[src/rtl/mips_pkg.sv]
// mips_pkg: datapath width default and the divider FSM state encoding shared by
// the execute-stage multi-cycle units.
package mips_pkg;
    localparam int MIPS_WIDTH = 32;
    localparam logic [1:0] DIV_IDLE = 2'd0;
    localparam logic [1:0] DIV_RUN  = 2'd1;
    localparam logic [1:0] DIV_DONE = 2'd2;
endpackage

[src/rtl/div_step.sv]
// div_step: one combinational restoring shift-subtract step.
// The remainder shifted left is WIDTH+1 bits, so the subtract is done one bit wider.
module div_step
    import mips_pkg::*;
#(
    parameter int WIDTH = MIPS_WIDTH
) (
    input  logic [WIDTH-1:0] rem,
    input  logic [WIDTH-1:0] quo,
    input  logic [WIDTH-1:0] divisor,
    output logic [WIDTH-1:0] rem_nx,
    output logic [WIDTH-1:0] quo_nx
);
    logic [WIDTH:0] sh;
    logic [WIDTH:0] trial;
    logic           ge;
    always_comb begin
        sh     = {rem, quo[WIDTH-1]};
        trial  = sh - {1'b0, divisor};
        // with rem < divisor the shifted value stays below 2*divisor, so bit WIDTH is the borrow
        ge     = ~trial[WIDTH];
        rem_nx = ge ? trial[WIDTH-1:0] : sh[WIDTH-1:0];
        quo_nx = {quo[WIDTH-2:0], ge};
    end
endmodule

[src/rtl/divider.sv]
// divider: iterative restoring divider for MIPS DIV/DIVU, one quotient bit per cycle;
// hi = remainder, lo = quotient. Signed DIV is built only when DIV_SIGNED_EN is defined.
module divider
    import mips_pkg::*;
#(
    parameter int WIDTH = MIPS_WIDTH,
    parameter int CNT_W = 6
) (
    input  logic             clk,
    input  logic             rst,
    input  logic [WIDTH-1:0] SrcAE,
    input  logic [WIDTH-1:0] SrcBE,
    input  logic             DivE,
    input  logic             SignedE,
    output logic [WIDTH-1:0] hi,
    output logic [WIDTH-1:0] lo,
    output logic             busy,
    output logic             completed,
    output logic             div_by_zero
);
    logic [1:0]       state;
    logic [CNT_W-1:0] cnt;
    logic [WIDTH-1:0] rem, quo, dvsr, raw_a;
    logic [WIDTH-1:0] rem_nx, quo_nx, a_mag, b_mag, hi_fix, lo_fix;

`ifdef DIV_SIGNED_EN
    logic neg_q, neg_r;
    assign a_mag  = (SignedE && SrcAE[WIDTH-1]) ? -SrcAE : SrcAE;
    assign b_mag  = (SignedE && SrcBE[WIDTH-1]) ? -SrcBE : SrcBE;
    assign lo_fix = neg_q ? -quo : quo;
    assign hi_fix = neg_r ? -rem : rem;
    always_ff @(posedge clk or posedge rst) begin
        if (rst) begin
            neg_q <= 1'b0;
            neg_r <= 1'b0;
        end else if (state == DIV_IDLE && DivE) begin
            neg_q <= SignedE && (SrcAE[WIDTH-1] ^ SrcBE[WIDTH-1]);
            neg_r <= SignedE && SrcAE[WIDTH-1];
        end
    end
`else
    logic unused_signed;
    assign unused_signed = SignedE;
    assign a_mag  = SrcAE;
    assign b_mag  = SrcBE;
    assign lo_fix = quo;
    assign hi_fix = rem;
`endif

    div_step #(.WIDTH(WIDTH)) u_step (
        .rem     (rem),
        .quo     (quo),
        .divisor (dvsr),
        .rem_nx  (rem_nx),
        .quo_nx  (quo_nx)
    );

    always_ff @(posedge clk or posedge rst) begin
        if (rst) begin
            state       <= DIV_IDLE;
            cnt         <= '0;
            rem         <= '0;
            quo         <= '0;
            dvsr        <= '0;
            raw_a       <= '0;
            hi          <= '0;
            lo          <= '0;
            busy        <= 1'b0;
            completed   <= 1'b0;
            div_by_zero <= 1'b0;
        end else begin
            completed <= 1'b0;
            if (state == DIV_IDLE && DivE) begin
                dvsr        <= b_mag;
                quo         <= a_mag;
                rem         <= '0;
                raw_a       <= SrcAE;
                cnt         <= '0;
                busy        <= 1'b1;
                div_by_zero <= 1'b0;
                state       <= DIV_RUN;
            end else if (state == DIV_RUN) begin
                rem <= rem_nx;
                quo <= quo_nx;
                cnt <= cnt + 1'b1;
                if (cnt == CNT_W'(WIDTH - 1))
                    state <= DIV_DONE;
            end else if (state == DIV_DONE) begin
                // divide by zero runs full length, then the MIPS-visible result is forced
                hi          <= (dvsr == '0) ? raw_a : hi_fix;
                lo          <= (dvsr == '0) ? '1 : lo_fix;
                div_by_zero <= (dvsr == '0);
                completed   <= 1'b1;
                busy        <= 1'b0;
                state       <= DIV_IDLE;
            end
        end
    end
endmodule

[config.mk]
export PLATFORM = sky130hd
export DESIGN_NAME = divider
export DESIGN_NICKNAME = d
export VERILOG_FILES = /design/src/rtl/mips_pkg.sv /design/src/rtl/div_step.sv /design/src/rtl/divider.sv
export SDC_FILE = /design/constraint.sdc
export NUM_CORES = 1
export LEC_CHECK = 0
export ABC_AREA = 1
export CORE_MARGIN = 3
export CORE_UTILIZATION = 49
export CTS_CLUSTER_DIAMETER = 120
export DETAILED_ROUTE_END_ITERATION = 16
export GPL_TIMING_DRIVEN = 0
export PLACE_DENSITY = 0.71
export SETUP_SLACK_MARGIN = 0.05
export SKIP_LAST_GASP = 1
export SYNTH_ARGS = -nofsm -noshare
export SYNTH_HDL_FRONTEND = slang
export SYNTH_SLANG_ARGS = --single-unit
[constraint.sdc]
create_clock -name clk -period 17.2 [get_ports clk]
set_input_delay 3.44 -clock clk [delete_from_list [all_inputs] [get_ports clk]]
set_output_delay 3.44 -clock clk [all_outputs]
set_load 0.005 [all_outputs]
==> out/results.ini <==
[place]
placed_cells_incl_taps = 2011
place_hpwl_um = 24430
finalWeightedCongestion = 0.9352
portBuffers = 133

[power]
power.clock.fraction = 0.151
netsw_uw = 1549
power_switching_share = 0.4775
cell_internal_pwr_uw = 1696
pwr-share-seq = 0.259
combinationalPowerShare = 0.590
power_density_mw_per_mm2 = 234.7
p_leak_uw = 0.007266
ir_drop_uv = 142.8

[grt]
grt-ovfl-total = 0
grt_antenna_before_repair = 0
pin_count_of_the_biggest_net_entering_global_routing = 112
global_route_wire_length_before_repair_um = 50470
grt_usage = 0.2530
vias_in_the_first_global_route = 10060

[drt]
drc = 0
route.vias.total = 10370
detail_route.wirelength_um = 31600
drt_first_iter_violations = 749
wl_met3_um = 1528
wl_per_cell_um = 15.42
drt_first_pass_iters = 5
route.detailed.vias_per_inst = 5.057
ant_nets = 0
highest_layer = met4
met1_length_um = 15130
detailroute.wirelength.met2_um = 14310

[timing]
setup_viol = 0
timing.hold.ws_ns = 0.4747
slew_viol_final = 0
tns_ns = 0
hold_viol_final = 0
final_period_demand_of_the_worst_path_ns = 5.264
rsz0062_at_grt = no
max-slew-margin-rel = 0.5062
least_margin_pin_slew_ns = 0.7408
finalClockSkew_ns = 0.01185
share_of_the_clock_period_used_by_the_worst_path_after_layout = 0.3060
max_clock_freq_mhz = 190.0

[worst_hold_path]
hold_path_class = flip-flop to flip-flop

[synthesis]
synth-compound-area-share = 0.1142
synth_area_mm2 = 0.01136
synth_area_per_cell_um2 = 7.135
synthesis.instances = 1592
synth_top_family_by_area = simple AND/OR/NAND/NOR gates
seq_area_frac_synth = 0.4472
synthesis.yosys.warnings = 0
synth_simple_gate_area_share = 0.2705
synth-seq-cells = 203
syn_nets = 1694
synth.mux.area_fraction = 0
synthAdderAreaFrac = 0.03811
netlist_cell_types = 38
post_synth_xor_area_fraction = 0.01157

[setup_path]
timing_worst_setup_path_type = input port to flip-flop
cp.required_ns = 17.62
reg2reg_setup_slack_ns = 14.24
crit_path_end_kind = flip-flop
critical_path.endpoint = dvsr[28]$_DFFE_PP0P_
crit_path_start_kind = input port
worst_ep_arrival_time_ns = 5.69
reg2reg_to = hi_fix[21]$_DFFE_PP0N_
worst_path_max_delay_cell = sky130_fd_sc_hd__buf_1
timing.critical_path.fanout_max = 10
worstPathCellList = clkdlybuf4s50_1, nand3_1, inv_2, clkbuf_1, buf_1, nand2_1, o21ai_0
worstSetupStartpoint = DivE
worst-r2r-cell-count = 17
critPathMaxStageDelay_ns = 0.63
r2r_start = lo_fix[31]$_DFFE_PP0N_

[layout]
final_core_util = 0.6089
nNetsFinal = 1853
nFillCells = 2150
finish.cell_count_without_fillers = 2050
growth_of_design_area_from_synthesis_to_finish_pct = 21.73
final_layout_size_suffix_gt1_frac = 0.03343
ant_diodes = 0

[floorplan]
initial_utilization = 0.5002
ios = 135
design.die.area_mm2 = 0.02504
fp-row-count = 55
die_height_um = 158.3
placeableCoreArea_mm2 = 0.02271
die-width_um = 158.3

[clock_network]
clock-sinks = 203
h_tree_lvls = 1
post-cts-setup-buffers = 0
cts_inserted_buffers = 23
clock-root-buffer = sky130_fd_sc_hd__clkbuf_16
post_cts_hold_buffer_count = 0
clock_insertion_delay_worst_skew_ns = 0.51
max-clock-path-buffers = 3
cts_tree = done
clkSlewWorstSetupHoldPaths_ns = 0.06
post_cts.resized_instances = 0

[run_status]
outcome = finished, final reports clean

[run]
maxCapViolations = 0

-- Yosys cell counts, drive strengths merged --
library cell  instances  share of area
and2                  2         0.0011
a32o                  1        0.00088
ha                   33          0.036
nand3b                4         0.0026
buf                  13         0.0073
nor4                  6         0.0033
a22oi                 1         0.0011
a22o                  1        0.00077
inv                 287          0.095
dfrtp               203           0.45
nor3                  9         0.0044
nand2               554           0.19
and3                  1        0.00055
a21o                  1        0.00066
nand3                68          0.030
xor2                 14          0.011
o211ai               62          0.041
nor2                113          0.038
o21ai               105          0.046
clkinv                1        0.00033
nand4                 8         0.0044
xnor2                 1        0.00077
clkbuf               48          0.016
fa                    1         0.0018
a21oi                52          0.023
o21bai                1        0.00066
or2                   2         0.0011
-- critical path, delay by kind of cell --
family	cells	cell delay, ns
AND/OR/NAND/NOR	2	0.26
AO/OA/AOI/OAI	1	0.10
buffers and inverters	4	1.87
-- cells in the final DEF, fill, tap and decap left out, drive strengths merged, types with 2 or more instances in the layout --
master           n
a21oi           52
and2             2
buf             14
bufinv           2
clkbuf          75
clkdlybuf4s50  133
clkinv           3
clkinvlp         6
dfrtp          203
ha              33
inv            289
nand2          554
nand3           68
nand3b           4
nand4            8
nor2           113
nor3             9
nor4             6
o211ai          62
o21ai          105
or2              2
xor2            14
-- how the worst min path moves through the flow --
stage	depth (start not counted)	endpoint	startpoint	slack (ns)
floorplan	2	raw_a[0]$_DFFE_PP0P_	raw_a[0]$_DFFE_PP0P_	0.45
global placement	2	busy$_DFFE_PP0P_	busy$_DFFE_PP0P_	0.46
detailed placement	2	busy$_DFFE_PP0P_	busy$_DFFE_PP0P_	0.47
CTS	2	busy$_DFFE_PP0P_	busy$_DFFE_PP0P_	0.48
global route	2	raw_a[30]$_DFFE_PP0P_	raw_a[30]$_DFFE_PP0P_	0.51
finish	2	busy$_DFFE_PP0P_	busy$_DFFE_PP0P_	0.47
-- flip-flops by register name (all words and copies together), names as in the netlist --
signal and flops:
hi 32, busy 1, lo_fix 32, raw_a 32, dvsr 32, hi_fix 32
div_by_zero 1, state 2, cnt 6, lo 32, completed 1
-- power by group through the flow --
stage | logic [uW] | clock network [uW] | registers [uW]
after floorplan | 1380 | 0 | 805
after global placement | 1860 | 0 | 844
after detailed placement | 1900 | 0 | 846
after CTS | 1910 | 495 | 841
after global routing | 2190 | 514 | 864
final | 1910 | 489 | 842
-- logic make-up (layout without fill, tap and decap cells) --
kind of cell             Yosys count  count (layout)
AND/OR/NAND/NOR                  767             767
AO/OA/AOI/OAI                    224             224
buffers and inverters            349             522
adder cells (fa/ha/maj)           34              34
flip-flops                       203             203
XOR/XNOR                          15              15
-- routing by layer --
metal,vias up,global-route usage
met5,-,0
met4,0,0.05244
met3,39,0.02990
met2,232,0.4047
met1,4849,0.3742
li1,5247,-
-- layout make-up --
type / count / area, um^2 / share of cell area
multi-input combinational: 1040 / 4935 / 0.3569
tap: 285 / 356.6 / 0.02579
clock buffer: 27 / 610.6 / 0.04416
clock inverter: 12 / 135.1 / 0.009773
sequential: 203 / 5080 / 0.3674
inverter: 288 / 1089 / 0.07873
timing repair buffer: 134 / 1359 / 0.09827
buffer: 61 / 262.8 / 0.01900
-- stage by stage --
stage	total power (uW)	area (um^2)	setup WS, ns
floorplan	2189	11360	8.221
global placement	2704	13050	5.584
detailed placement	2746	13080	11.44
CTS	3249	13830	11.96
global route	3572	13830	11.79
finish	3245	13830	11.94
(Power assumes the default switching activity.)
